`config.mk`:
```
export PLATFORM = sky130hd
export DESIGN_NAME = shield_ctl_flat
export DESIGN_NICKNAME = d
export VERILOG_FILES = /design/src/rtl/shield_ctl_if.sv /design/src/rtl/shield_ctl.sv /design/src/flat_wrapper.sv
export SDC_FILE = /design/constraint.sdc
export NUM_CORES = 1
export LEC_CHECK = 0
export CORE_UTILIZATION = 50
export DETAILED_ROUTE_END_ITERATION = 7
export PLACE_DENSITY = 0.8
export SYNTH_ARGS = -nofsm -noshare
export SYNTH_HDL_FRONTEND = slang
export SYNTH_SLANG_ARGS = --single-unit
```
`constraint.sdc`:
```
create_clock -name clk -period 6.2 [get_ports clk]
set_input_delay 1.24 -clock clk [delete_from_list [all_inputs] [get_ports clk]]
set_output_delay 1.24 -clock clk [all_outputs]
set_load 0.03 [all_outputs]
```
`src/rtl/shield_ctl_if.sv`:
```
// Signal bundle between the shield controller and the game logic around it.
// The controller takes the slave view; the stimulus side takes the master view.
interface shield_ctl_if;
    logic        start_game;
    logic        vblnk;
    logic [10:0] player_x;
    logic [10:0] player_y;
    logic        player_hit;
    logic        en;
    logic        was_shield_picked_up;
    logic        shield_active;
    logic [9:0]  shield_remaining;
    logic        player_dmg;
    logic        hit_absorbed;

    modport slave (
        input  start_game,
        input  vblnk,
        input  player_x,
        input  player_y,
        input  player_hit,
        output en,
        output was_shield_picked_up,
        output shield_active,
        output shield_remaining,
        output player_dmg,
        output hit_absorbed
    );

    modport master (
        output start_game,
        output vblnk,
        output player_x,
        output player_y,
        output player_hit,
        input  en,
        input  was_shield_picked_up,
        input  shield_active,
        input  shield_remaining,
        input  player_dmg,
        input  hit_absorbed
    );
endinterface

```
`src/rtl/shield_ctl.sv`:
```
// Shield pickup controller: per-frame spawn / pickup / protection / cooldown
// cycle, plus gating of hazard hits into damage or an absorbed hit.
module shield_ctl #(
    parameter int XPOS            = 300,
    parameter int YPOS            = 200,
    parameter int OFFSET          = 64,
    parameter int PLAYER_W        = 32,
    parameter int PLAYER_H        = 32,
    parameter int SPAWN_FRAMES    = 180,
    parameter int ACTIVE_FRAMES   = 300,
    parameter int COOLDOWN_FRAMES = 600
) (
    input  logic        clk,
    input  logic        rst,
    shield_ctl_if.slave bus
);

    typedef enum logic [2:0] {
        IDLE,
        WAIT_SPAWN,
        VISIBLE,
        ACTIVE,
        COOLDOWN
    } state_t;

    localparam logic [9:0]  SPAWN_LAST    = 10'(SPAWN_FRAMES - 1);
    localparam logic [9:0]  ACTIVE_LAST   = 10'(ACTIVE_FRAMES - 1);
    localparam logic [9:0]  COOLDOWN_LAST = 10'(COOLDOWN_FRAMES - 1);
    localparam logic [9:0]  ACTIVE_LEN    = 10'(ACTIVE_FRAMES);
    localparam logic [11:0] X_LO          = 12'(XPOS);
    localparam logic [11:0] X_HI          = 12'(XPOS + OFFSET);
    localparam logic [11:0] Y_LO          = 12'(YPOS);
    localparam logic [11:0] Y_HI          = 12'(YPOS + OFFSET);
    localparam logic [11:0] PW            = 12'(PLAYER_W);
    localparam logic [11:0] PH            = 12'(PLAYER_H);

    state_t      state_q;
    state_t      state_d;
    logic [9:0]  counter_q;
    logic [9:0]  counter_d;
    logic        vblnk_d;
    logic        tick;
    logic [11:0] px;
    logic [11:0] py;
    logic        overlap;
    logic        absorb;
    logic        damage;

    assign px = {1'b0, bus.player_x};
    assign py = {1'b0, bus.player_y};

    // Player box and shield box intersect; widened to 12 bits so the right/bottom edge sums cannot wrap.
    assign overlap = (px < X_HI) && ((px + PW) > X_LO) &&
                     (py < Y_HI) && ((py + PH) > Y_LO);

    // A hit is only meaningful while a game runs; in ACTIVE it is swallowed by the shield.
    assign absorb = bus.player_hit && bus.start_game && (state_q == ACTIVE);
    assign damage = bus.player_hit && bus.start_game && (state_q != ACTIVE);

    // Frame tick: one-cycle registered pulse on the rising edge of vertical blank.
    always_ff @(posedge clk or negedge rst) begin
        if (!rst) begin
            vblnk_d <= 1'b0;
            tick    <= 1'b0;
        end else begin
            vblnk_d <= bus.vblnk;
            tick    <= bus.vblnk & ~vblnk_d;
        end
    end

    // Next-state and frame-counter logic; dropping start_game overrides everything else.
    always_comb begin
        state_d = state_q;
        case (state_q)
            IDLE:       if (bus.start_game) state_d = WAIT_SPAWN;
            WAIT_SPAWN: if (tick && counter_q == SPAWN_LAST) state_d = VISIBLE;
            VISIBLE:    if (tick && overlap) state_d = ACTIVE;
            ACTIVE:     if (bus.player_hit || (tick && counter_q == ACTIVE_LAST)) state_d = COOLDOWN;
            COOLDOWN:   if (tick && counter_q == COOLDOWN_LAST) state_d = WAIT_SPAWN;
            default:    state_d = IDLE;
        endcase
        if (!bus.start_game) state_d = IDLE;

        counter_d = counter_q;
        if (state_d != state_q) counter_d = 10'd0;
        else if (tick)          counter_d = counter_q + 10'd1;
    end

    // State and frame counter registers.
    always_ff @(posedge clk or negedge rst) begin
        if (!rst) begin
            state_q   <= IDLE;
            counter_q <= 10'd0;
        end else begin
            state_q   <= state_d;
            counter_q <= counter_d;
        end
    end

    // Outputs decoded from the next state so they move on the same edge as the state register.
    always_ff @(posedge clk or negedge rst) begin
        if (!rst) begin
            bus.en                   <= 1'b0;
            bus.was_shield_picked_up <= 1'b0;
            bus.shield_active        <= 1'b0;
            bus.shield_remaining     <= 10'd0;
            bus.player_dmg           <= 1'b0;
            bus.hit_absorbed         <= 1'b0;
        end else begin
            bus.en                   <= (state_d == VISIBLE);
            bus.was_shield_picked_up <= (state_d == ACTIVE) || (state_d == COOLDOWN);
            bus.shield_active        <= (state_d == ACTIVE);
            bus.shield_remaining     <= (state_d == ACTIVE) ? (ACTIVE_LEN - counter_d) : 10'd0;
            bus.player_dmg           <= damage;
            bus.hit_absorbed         <= absorb;
        end
    end

endmodule

```
`src/flat_wrapper.sv`:
```
// flat-port wrapper written by rule: the top's interface ports become plain ports
module shield_ctl_flat 
#(
    parameter int XPOS            = 300,
    parameter int YPOS            = 200,
    parameter int OFFSET          = 64,
    parameter int PLAYER_W        = 32,
    parameter int PLAYER_H        = 32,
    parameter int SPAWN_FRAMES    = 180,
    parameter int ACTIVE_FRAMES   = 300,
    parameter int COOLDOWN_FRAMES = 600
)
  (clk, rst, bus_start_game, bus_vblnk, bus_player_x, bus_player_y, bus_player_hit, bus_en, bus_was_shield_picked_up, bus_shield_active, bus_shield_remaining, bus_player_dmg, bus_hit_absorbed);
  shield_ctl_if bus_i ();
  input  logic clk;
  input  logic rst;
  input wire logic [$bits(bus_i.start_game)-1:0] bus_start_game;
  input wire logic [$bits(bus_i.vblnk)-1:0] bus_vblnk;
  input wire logic [$bits(bus_i.player_x)-1:0] bus_player_x;
  input wire logic [$bits(bus_i.player_y)-1:0] bus_player_y;
  input wire logic [$bits(bus_i.player_hit)-1:0] bus_player_hit;
  output wire logic [$bits(bus_i.en)-1:0] bus_en;
  output wire logic [$bits(bus_i.was_shield_picked_up)-1:0] bus_was_shield_picked_up;
  output wire logic [$bits(bus_i.shield_active)-1:0] bus_shield_active;
  output wire logic [$bits(bus_i.shield_remaining)-1:0] bus_shield_remaining;
  output wire logic [$bits(bus_i.player_dmg)-1:0] bus_player_dmg;
  output wire logic [$bits(bus_i.hit_absorbed)-1:0] bus_hit_absorbed;
  assign bus_i.start_game = bus_start_game;
  assign bus_i.vblnk = bus_vblnk;
  assign bus_i.player_x = bus_player_x;
  assign bus_i.player_y = bus_player_y;
  assign bus_i.player_hit = bus_player_hit;
  assign bus_en = bus_i.en;
  assign bus_was_shield_picked_up = bus_i.was_shield_picked_up;
  assign bus_shield_active = bus_i.shield_active;
  assign bus_shield_remaining = bus_i.shield_remaining;
  assign bus_player_dmg = bus_i.player_dmg;
  assign bus_hit_absorbed = bus_i.hit_absorbed;
  shield_ctl #(.XPOS(XPOS), .YPOS(YPOS), .OFFSET(OFFSET), .PLAYER_W(PLAYER_W), .PLAYER_H(PLAYER_H), .SPAWN_FRAMES(SPAWN_FRAMES), .ACTIVE_FRAMES(ACTIVE_FRAMES), .COOLDOWN_FRAMES(COOLDOWN_FRAMES)) u_core (.clk(clk), .rst(rst), .bus(bus_i));
endmodule
```
Word-level counts from Yosys, hierarchy flattened
Index checks and enable logic that the tools add are counted.
{"block": "totals", "in_bits": 27, "output_inout_bits": 15, "regBits": 30, "elab_cells": 54}
{"block": "op_classes", "n_addsub": 4, "reduce_logical": 13, "n_bitwise": 2, "n_eq_ne": 12, "order_cmp": 4, "n_mux": 9}
{"op": "two-way mux 10 bit", "n": 3}
{"op": "adder 11 x 6 -> 12 bit (second input constant)", "n": 2}
{"op": "less-than comparator 11 x 9 -> 1 bit (second input constant)", "n": 2}
{"op": "two-way mux 3 bit", "n": 5}
{"op": "case mux 3 bit (5 select lines)", "n": 1}
{"op": "== test 3 x 2 -> 1 bit (second input constant)", "n": 4}
{"op": "> comparator 12 x 8 -> 1 bit (second input constant)", "n": 1}
{"op": "> comparator 12 x 9 -> 1 bit (second input constant)", "n": 1}
{"op": "adder 10 x 1 -> 10 bit (second input constant)", "n": 1}
{"op": "== test 10 bit (second input constant)", "n": 1}
{"op": "== test 10 x 8 -> 1 bit (second input constant)", "n": 1}
{"op": "== test 10 x 9 -> 1 bit (second input constant)", "n": 1}
{"op": "logical AND 1 bit", "n": 10}
{"op": "subtractor 9 x 10 -> 10 bit (first input constant)", "n": 1}
{"op": "== test 3 bit (second input constant)", "n": 2}
{"op": "== test 3 x 1 -> 1 bit (second input constant)", "n": 1}
{"op": "zero test 3 bit", "n": 1}
{"op": "inequality test 3 x 2 -> 1 bit (second input constant)", "n": 1}
{"op": "inequality test 3 bit", "n": 1}
{"op": "logical OR 1 bit", "n": 2}
{"op": "bitwise AND 1 bit", "n": 1}
{"op": "NOT 1 bit", "n": 1}

Depth between registers and ports, before layout
Gate-level depths: netlist of the first run.
{"block": "logic_depth", "ltp_word": 13, "mapped_depth": 15, "depth_no_buf": 15}

Worst setup path before layout of the first run
OpenSTA, ideal clock, no wires.
{"block": "synth_path", "path_type": "input-to-reg", "start": "input port bus_player_y[5]", "end": "register u_core.bus.shield_remaining[8]", "cell_stages": 15, "t_required_ns": 6.069, "setup_time_ns": 0.131, "path_buffers": 0, "slack_ns": 2.328, "arrival_ns": 3.741, "cell_sequence": "inv_1 -> ha_1 -> nor4b_1 -> o2111ai_1 -> a221oi_2 -> a211oi_2 -> or3_4 -> a21oi_2 -> nand2b_1 -> ha_1 -> nor3_1 -> o21ai_0 -> nand3_1 -> xnor2_1 -> a21oi_1"}
{"block": "synth_between", "elab_chain_cells": 11, "elab_cells_between_ends": 14, "classes_between": "2 x add/sub; 2 x order compare; 2 x eq/ne; 5 x mux; 3 x reduce/logical"}
{"item": "start: declaration", "line": "flat_wrapper.sv:20", "text": "input wire logic [$bits(bus_i.player_y)-1:0] bus_player_y;"}
{"item": "adder 11 x 6 -> 12 bit / less-than comparator 11 x 9 -> 1 bit (equally long branches)", "line": "shield_ctl.sv:54", "text": "(py < Y_HI) && ((py + PH) > Y_LO);"}
{"item": "> comparator 12 x 8 -> 1 bit / logical AND 1 bit (equally long branches)", "line": "shield_ctl.sv:54, shield_ctl.sv:53"}
{"item": "logical AND 1 bit *", "line": "shield_ctl.sv:54"}
{"item": "logical AND 1 bit *", "line": "shield_ctl.sv:77", "text": "VISIBLE: if (tick && overlap) state_d = ACTIVE;"}
{"item": "two-way mux 3 bit *", "line": "shield_ctl.sv:77"}
{"item": "case mux 3 bit (5 select lines) *", "line": "shield_ctl.sv:74", "text": "case (state_q)"}
{"item": "two-way mux 3 bit *", "line": "shield_ctl.sv:82", "text": "if (!bus.start_game) state_d = IDLE;"}
{"item": "inequality test 3 bit", "line": "shield_ctl.sv:85", "text": "if (state_d != state_q) counter_d = 10'd0;"}
{"item": "two-way mux 10 bit", "line": "shield_ctl.sv:85"}
{"item": "subtractor 9 x 10 -> 10 bit", "line": "shield_ctl.sv:113", "text": "bus.shield_remaining <= (state_d == ACTIVE) ? (ACTIVE_LEN - counter_d) : 10'd0;"}
{"item": "two-way mux 10 bit *", "line": "shield_ctl.sv:113"}
{"item": "end signal: assignment", "line": "shield_ctl.sv:113"}
{"item": "end: declaration", "line": "shield_ctl_if.sv:25", "text": "output shield_remaining,"}
Mark *: on every way between the ends. The rest lies on a longest branch, timed or not.

Worst setup path in the final report of the first run
Ends and elaborated chain as after synthesis.

==> run summary, run 1 <==
Post-Syn Area - 0.001852 mm2
CP most frequent cell - ha_1
Worst-Skew Late Latency - 280 ps
CP max stage cell - clkdlybuf4s50_1
Root Driver - clkbuf_8
Cells after Synth - 178
Final setup violation count - 0
Top-Level Pins - 42
GRT Resource Usage Total - 23.61%
PortBufs - 41
FFs w/ async S/R, synth - 100.0%
Final GP Congestion - 0.9810
CTS tree - done
Max Fclk - 221.5 MHz
Clock Skew - 6.236 ps
Netlist cell types - 55
Total Wirelength - 4.132 mm
Max Buffers Root-to-Sink - 2
Most common cell after layout, fill and taps aside - clkdlybuf4s50_1
Max_cap viols - 0
Core Footprint - 0.003442 mm2
Via count - 1498
RSZ-0062 raised after global routing - no
Drt via density - 5.590
Initial antenna violation count - 0
Fin nets - 254
Multiplexer share of the synthesized area - 1.689%
Die width - 62.86 um
Critical path peak fanout - 6
Most frequent cells in the layout - clkdlybuf4s50_1, dfrtp_1, nor2_1, xor2_1, nor3_2
Post-Place Cells - 260
Initial DRC count - 84
Adder-cell share of the synthesized area - 4.054%
Routed WL per cell - 15.42 um
Post-synthesis simple-gate area fraction - 26.82%
Setup bufs post-CTS - 0
Outcome - finished, final reports clean
CP Launch Type - primary input
Setup TNS - 0 ps
Max incr delay on CP - 440 ps
Chip height - 62.86 um
CTS clk-pin slew, worst paths - 60 ps
Ant diodes - 0
Final Hold Viols - 0
HPWL after DPL - 3.123 mm
Syn Nets - 211
Post-Synth XOR/XNOR Area - 8.514%
Ys flop type - dfrtp_1
DR DRC count - 0
Syn Area/Cell - 10.40 um2
Largest family of logic cells by synthesized area - simple AND/OR/NAND/NOR gates
VDD IR max - 0.0001778 V
Initial Util - 53.80%
Post-synth EDFFs - 0
Hold-fix buffers, CTS - 0
Layout Area Growth over Synthesis - 29.19%
Synth warn - 0
Data required, critical path - 6330 ps
Rows - 21
Critical Path Sink Type - flip-flop
Compound-Gate Fraction of Synth Area - 14.19%
H-tree depth - 2
Sequential share of the synthesized area - 40.54%
Num CTS Buffers - 5
First-pass GRT wire length - 7.279 mm
Largest net degree at the start of global routing - 31
CP cell instances - clkdlybuf4s50_1 > inv_1 > ha_1 > nor4b_1 > o2111ai_1 > a221oi_2 > a211oi_2 > or3_4 > a21oi_2 > nand2b_1 > ha_1 > nor3_1 > o21ai_0 > nand3_1 > xnor2_1 > a21oi_1
Vias in the first global route - 1558
Final worst path period share - 72.83%
Worst-margin pin slew - 779.2 ps
Type of the tightest min-delay check - flip-flop to flip-flop
Final Non-Filler Cells - 268
Synthesis-stage register bit count - 30
Power Density - 189.5 mW/mm2
Share of cells above drive strength 1 - 14.86%
CP arrival - 4650 ps
DIE AREA - 0.003951 mm2
Drt first pass iters - 4
Slew Limit Fails - 0
Clk sinks - 30
Grt total ovfl - 0
Delay-heaviest family, CP - simple AND/OR/NAND/NOR gates
Slew headroom - 48.05%
Antenna violation net count after detailed routing - 0
Pleak - 0.001044 uW
Worst setup path class - primary input to flip-flop
PostCTS Resize Cnt - 0
Tmin final - 4515 ps
Worst path bufs/invs - 2
## metrics by stage
step / hold WS (ps) / setup WS, ps / total power (uW) / cell area (um2) / util, %
floorplan: 377.7 / 2328 / 236.3 / 1852 / -
global placement: 384.1 / 1621 / 262.8 / 2283 / 66.34
detailed placement: 399.8 / 1482 / 265.3 / 2283 / 66.34
CTS: 408.7 / 1767 / 455.9 / 2392 / 69.50
global route: 411.1 / 1410 / 473.9 / 2392 / 69.50
finish: 404.5 / 1685 / 453.3 / 2392 / 69.50
## sequential cells by signal, summed over array words and instances, names as in the netlist
register                         cells
u_core.bus.was_shield_picked_up      1
u_core.vblnk_d                       1
u_core.bus.player_dmg                1
u_core.counter_q                    10
u_core.bus.en                        1
u_core.bus.hit_absorbed              1
u_core.bus.shield_active             1
u_core.state_q                       3
u_core.bus.shield_remaining         10
u_core.tick                          1
## cell usage after synthesis (2+ instances only)
cell type	instances	area, um2
a21oi_1	6	30.03
and2_1	3	18.77
and2b_1	2	15.01
and3_1	3	18.77
buf_2	2	10.01
buf_6	2	22.52
dfrtp_1	30	750.7
ha_1	6	75.07
inv_1	8	30.03
mux2i_1	2	20.02
nand2_1	10	37.54
nand2b_1	8	50.05
nand3_1	7	35.03
nand4_1	3	18.77
nor2_1	12	45.04
nor3_1	4	20.02
nor3_2	11	110.1
nor4bb_1	2	20.02
o21a_1	2	15.01
o21ai_0	3	15.01
o21bai_1	2	15.01
xnor2_1	7	61.31
xor2_1	11	96.34
## kinds of logic (layout without fill, tap and decap cells)
group	count (synthesis)	after routing
compound gates	31	31
xor+xnor	18	18
fa+ha+maj	6	6
buf+inv	15	59
flops	30	30
mux	3	3
simple gates	75	75
## area by class of cell
type / instances / area [um2]
Fill cell: 257 / 1050
Clock buffer: 5 / 68.82
Inverter: 9 / 33.78
Multi-Input combinational cell: 133 / 1023
Tap cell: 46 / 57.56
Clock inverter: 3 / 40.04
Sequential cell: 30 / 750.7
Timing Repair Buffer: 42 / 417.9
## metal layers
| layer | global-route usage (%) | part of all wire (%) | vias up | wire length, um |
|---|---|---|---|---|
| met4 | 5.814 | 0.53 | 0 | 22 |
| met2 | 39.40 | 52 | 43 | 2138 |
| met5 | 0 | 0 | - | 0 |
| li1 | - | - | 720 | - |
| met3 | 6.569 | 4.3 | 4 | 179 |
| met1 | 30.05 | 43 | 731 | 1791 |
## worst paths after layout
| path | from | to | slack, ps | cells after the start |
|---|---|---|---|---|
| max | bus_player_y[5] | u_core.bus.shield_remaining[8] | 1680 | 16 |
| min | u_core.vblnk_d | u_core.tick | 400 | 1 |
| max reg2reg | u_core.counter_q[0] | u_core.bus.shield_remaining[8] | 2540 | 14 |
| min reg2reg | u_core.vblnk_d | u_core.tick | 400 | 1 |
| max in group asynchronous | rst | u_core.bus.player_dmg | 4570 | 2 |
| min in group asynchronous | rst | u_core.counter_q[9] | 1350 | 2 |
## power breakdown
part / leakage (uW) / internal [uW] / switching [uW]
sequential: 0.000412 / 198 / 4.61
combinational: 0.000574 / 29.3 / 29.6
clock: 0.0000579 / 118 / 73.4
total: 0.00104 / 346 / 108
Note: power is estimated with default switching activity, not from simulation.
==> inputs of run 2 (changes only) <==
- CORE_UTILIZATION: 50 -> 45
- PLACE_DENSITY: 0.8 -> 0.76
- clock period: 6.2 -> 4.1 ns (I/O delays scaled with it)
==> run summary, run 2 (same netlist as run 1, synthesis figures left out) <==
H-tree depth - 2
DIE AREA - 0.004376 mm2
Via count - 1479
Slew headroom - 62.98%
Max_cap viols - 0
Clk sinks - 30
Rows - 22
Type of the tightest min-delay check - flip-flop to flip-flop
Setup TNS - 0 ps
Antenna violation net count after detailed routing - 0
Max Buffers Root-to-Sink - 2
Placed inst area - 0.002308 mm2
Num CTS Buffers - 5
First-pass GRT wire length - 6.617 mm
Final worst path period share - 92.34%
Pleak - 0.001046 uW
Most frequent cells in the layout - clkdlybuf4s50_1, dfrtp_1, nor2_1, nor3_2, xor2_1
Top-Level Pins - 42
DR DRC count - 0
CTS clk-pin slew, worst paths - 60 ps
Register area - 750.7 um2
Final Non-Filler Cells - 271
Final core occ - 63.24%
Worst-margin pin slew - 551.4 ps
R2R depth - 14
Max Fclk - 264.1 MHz
Critical path peak fanout - 5
Worst setup path class - primary input to flip-flop
Hold Path Stages - 1
CP Launch Type - primary input
Final GP Congestion - 0.7990
RSZ-0062 raised after global routing - no
Core Footprint - 0.003799 mm2
Regs by FF count - u_core.bus.shield_remaining: 10 flops, u_core.counter_q: 10 flops, u_core.state_q: 3 flops
Outcome - finished, final reports clean
CP arrival - 3920 ps
Data required, critical path - 4240 ps
Routed WL per cell - 14.73 um
Layout Area Growth over Synthesis - 29.73%
Root Driver - clkbuf_8
Final Hold Viols - 0
Die width - 66.15 um
Share of cells above drive strength 1 - 16.14%
Slew Limit Fails - 0
Initial Util - 48.75%
Vias in the first global route - 1478
Worst-Skew Late Latency - 270 ps
Critical Path Sink Type - flip-flop
CTS tree - done
Worst Hold Slack - 396.9 ps
VDD IR max - 0.0002266 V
Grt total ovfl - 0
Drt via density - 5.458
Fill count - 301
HPWL after DPL - 3.090 mm
Total Wirelength - 3.991 mm
Multi-input gate area - 0.001035 mm2
Chip height - 66.15 um
GRT Resource Usage Total - 20.64%
Design area - 0.002402 mm2
Tmin final - 3786 ps
Fin nets - 257
Largest net degree at the start of global routing - 31
Post-Place Cells - 265
Initial antenna violation count - 0
Drt first pass iters - 4
Clock Skew - 4.865 ps
PortBufs - 41
Setup bufs post-CTS - 0
Power Density - 259.8 mW/mm2
Initial DRC count - 64
Most common cell after layout, fill and taps aside - clkdlybuf4s50_1
Final setup violation count - 0
Ant diodes - 0
-- run 2: cell types whose count changed in the layout (fill, tap and decap cells not counted) --
cell / previous run / this run
buf_4: 1 / 4
bufinv_16: 1 / 0
clkbuf_8: 5 / 6
clkinv_2: 2 / 0
nor3_1: 4 / 3
nor3_2: 11 / 12
nor4b_1: 1 / 0
nor4b_2: 1 / 2
-- run 2: path summary, 6_finish.rpt --
check                                                      end  slack [ps]                 from
worst max register to register  u_core.bus.shield_remaining[8]         660  u_core.counter_q[0]
worst min register to register                     u_core.tick         400       u_core.vblnk_d
worst max-delay path            u_core.bus.shield_remaining[8]         310      bus_player_y[5]
max in group asynchronous                    u_core.state_q[2]        2880                  rst
min in group asynchronous                  u_core.counter_q[6]         940                  rst
worst min-delay path                               u_core.tick         400       u_core.vblnk_d
-- run 2: layer usage --
layer	vias to the layer above	track usage (%)	wire, um
li1	720	-	-
met1	720	24.76	1692
met2	33	34.18	2076
met3	6	6.379	154
met4	0	8.245	67
met5	-	0	0
-- run 2: worst max-delay path, stage by stage --
cell and delay (ps):
clkdlybuf4s50_1 450, inv_1 100, ha_1 140, nor4b_2 190, o2111ai_1 160, a221oi_2 230, a211oi_2 160, or3_4 440
a21oi_2 190, nand2b_1 90, ha_1 240, nor3_2 210, o21ai_0 160, nand3_1 140, xnor2_1 120, a21oi_1 90
-- run 2: through the flow --
step | setup slack [ps] | total power, uW
after CTS | 182.0 | 632.0
after global routing | 65.36 | 655.9
after global placement | 107.9 | 398.9
final | 314.2 | 624.2
after detailed placement | -109.2 | 402.7
after floorplan | 648.3 | 357.3
-- run 2: what timing repair did --
action | 4_1_cts | 5_1_grt
resized for setup | 0 | 2
hold buffers | 0 | 0
setup endpoints to repair | 0 | 2
-- run 2: power by group --
part	internal (uW)	switching [uW]	leakage [uW]
clock network	129	97.1	0.0000431
logic	45.6	45.4	0.000591
registers	300	6.87	0.000412
-- run 2: layout make-up --
| cell class | count | share of cell area, % |
|---|---|---|
| timing repair buffer | 45 | 18.33 |
| multi-input combinational | 133 | 43.07 |
| inverter | 9 | 1.406 |
| tap | 48 | 2.500 |
| sequential | 30 | 31.25 |
| clock buffer | 6 | 3.438 |
==> inputs of run 3 (changes only) <==
- CORE_UTILIZATION: 45 -> 50
- PLACE_DENSITY: 0.76 -> 0.8
- clock period: 4.1 -> 4.2 ns (I/O delays scaled with it)
==> run summary, run 3 (same netlist as run 1, synthesis figures left out) <==
Vias in the first global route - 1574
VDD IR max - 0.0002437 V
HPWL after DPL - 3.052 mm
Initial DRC count - 92
Cell internal pwr - 502.8 uW
Final Non-Filler Cells - 271
Switching Share - 23.08%
Ant diodes - 0
Root Driver - clkbuf_8
Max_cap viols - 0
PostCTS Resize Cnt - 0
Pleak - 0.001060 uW
Most frequent cells in the layout - clkdlybuf4s50_1, dfrtp_1, nor2_1, xor2_1, nor3_2
Via count - 1505
Final worst path period share - 93.03%
Die width - 62.86 um
GRT Resource Usage Total - 23.38%
Num CTS Buffers - 5
Most common cell after layout, fill and taps aside - clkdlybuf4s50_1
Fin nets - 257
Setup bufs post-CTS - 0
CTS tree - done
Setup TNS - 0 ps
Slew headroom - 62.91%
Drt via density - 5.554
Final GP Congestion - 0.9867
Power Density - 270.5 mW/mm2
Antenna violation net count after detailed routing - 0
CP arrival - 4040 ps
Critical Path Sink Type - flip-flop
Clock Skew - 2.897 ps
Layout Area Growth over Synthesis - 30.47%
Max Fclk - 255.9 MHz
NetSw - 150.8 uW
Rows - 21
Core Footprint - 0.003442 mm2
DIE AREA - 0.003951 mm2
Tmin final - 3907 ps
Worst setup path class - primary input to flip-flop
Top-Level Pins - 42
PortBufs - 41
Fill count - 266
Post-Place Cells - 263
Hold-fix buffers, CTS - 0
Critical path peak fanout - 5
Drt first pass iters - 4
CTS clk-pin slew, worst paths - 60 ps
Share of cells above drive strength 1 - 16.00%
H-tree depth - 2
Largest net degree at the start of global routing - 31
Multi-input gate area - 0.001023 mm2
Clk sinks - 30
Worst-margin pin slew - 556.3 ps
Register area - 750.7 um2
Outcome - finished, final reports clean
First-pass GRT wire length - 7.169 mm
Final Hold Viols - 0
Initial antenna violation count - 0
RSZ-0062 raised after global routing - no
Slew Limit Fails - 0
Initial Util - 53.80%
Combinational power share - 13.5%
Grt total ovfl - 0
Fraction of power consumed by the clock network - 40.6%
Final setup violation count - 0
Total Wirelength - 4.007 mm
CP Launch Type - primary input
Worst-Skew Late Latency - 280 ps
Regs by FF count - u_core.bus.shield_remaining: 10 flops, u_core.counter_q: 10 flops, u_core.state_q: 3 flops
Data required, critical path - 4340 ps
Type of the tightest min-delay check - flip-flop to flip-flop
Max Buffers Root-to-Sink - 2
Seq pwr share - 45.9%
Routed WL per cell - 14.79 um
DR DRC count - 0
Chip height - 62.86 um
run 3: power groups by stage:
stage / sequential [uW] / clock, uW / combinational, uW
global placement: 304 / 0 / 85.4
global route: 300 / 282 / 97.7
CTS: 299 / 276 / 89.0
floorplan: 302 / 0 / 46.7
finish: 300 / 265 / 88.4
detailed placement: 305 / 0 / 88.2
run 3: cell type report:
cell class,count,share of cell area [%]
Clock buffer,8,4.557
Sequential cell,30,31.07
Timing Repair Buffer,45,18.23
Tap cell,46,2.382
Inverter,9,1.398
Multi-Input combinational cell,133,42.36
run 3: critical path: stages:
cell and delay (ps):
clkdlybuf4s50_1 470, inv_1 120, ha_1 140, nor4b_1 220
o2111ai_1 150, a221oi_2 240, a211oi_2 170, or3_4 440
a21oi_2 180, nand2b_1 80, ha_1 230, nor3_1 260
o21ai_0 170, nand3_1 140, xnor2_1 120, a21oi_1 80
run 3: worst paths after layout:
check | end | slack, ps | cells after the start | from
worst min-delay path | u_core.tick | 390 | 1 | u_core.vblnk_d
worst max register to register | u_core.bus.shield_remaining[8] | 710 | 14 | u_core.counter_q[0]
max in group asynchronous | u_core.bus.was_shield_picked_up | 2980 | 2 | rst
min in group asynchronous | u_core.bus.shield_remaining[9] | 950 | 2 | rst
worst max-delay path | u_core.bus.shield_remaining[8] | 290 | 16 | bus_player_y[5]
worst min register to register | u_core.tick | 390 | 1 | u_core.vblnk_d
run 3: per-stage QoR:
| stage | setup slack, ps | power, uW | util, % | hold slack, ps | instance area (um2) |
|---|---|---|---|---|---|
| CTS | 309.6 | 664.1 | 70.19 | 400.8 | 2416 |
| finish | 292.7 | 653.6 | 70.19 | 394.3 | 2416 |
| global route | 75.88 | 680.2 | 70.19 | 403.2 | 2416 |
| detailed placement | 22.70 | 392.9 | 66.99 | 393.3 | 2306 |
| floorplan | 728.3 | 348.8 | - | 377.7 | 1852 |
| global placement | 203.1 | 389.7 | 66.99 | 384.2 | 2306 |
run 3: layer usage:
layer	vias up	wire length [um]	track usage [%]
li1	723	-	-
met1	738	1722	28.10
met2	37	2060	40.22
met3	7	167	5.292
met4	0	57	9.302
met5	-	0	0
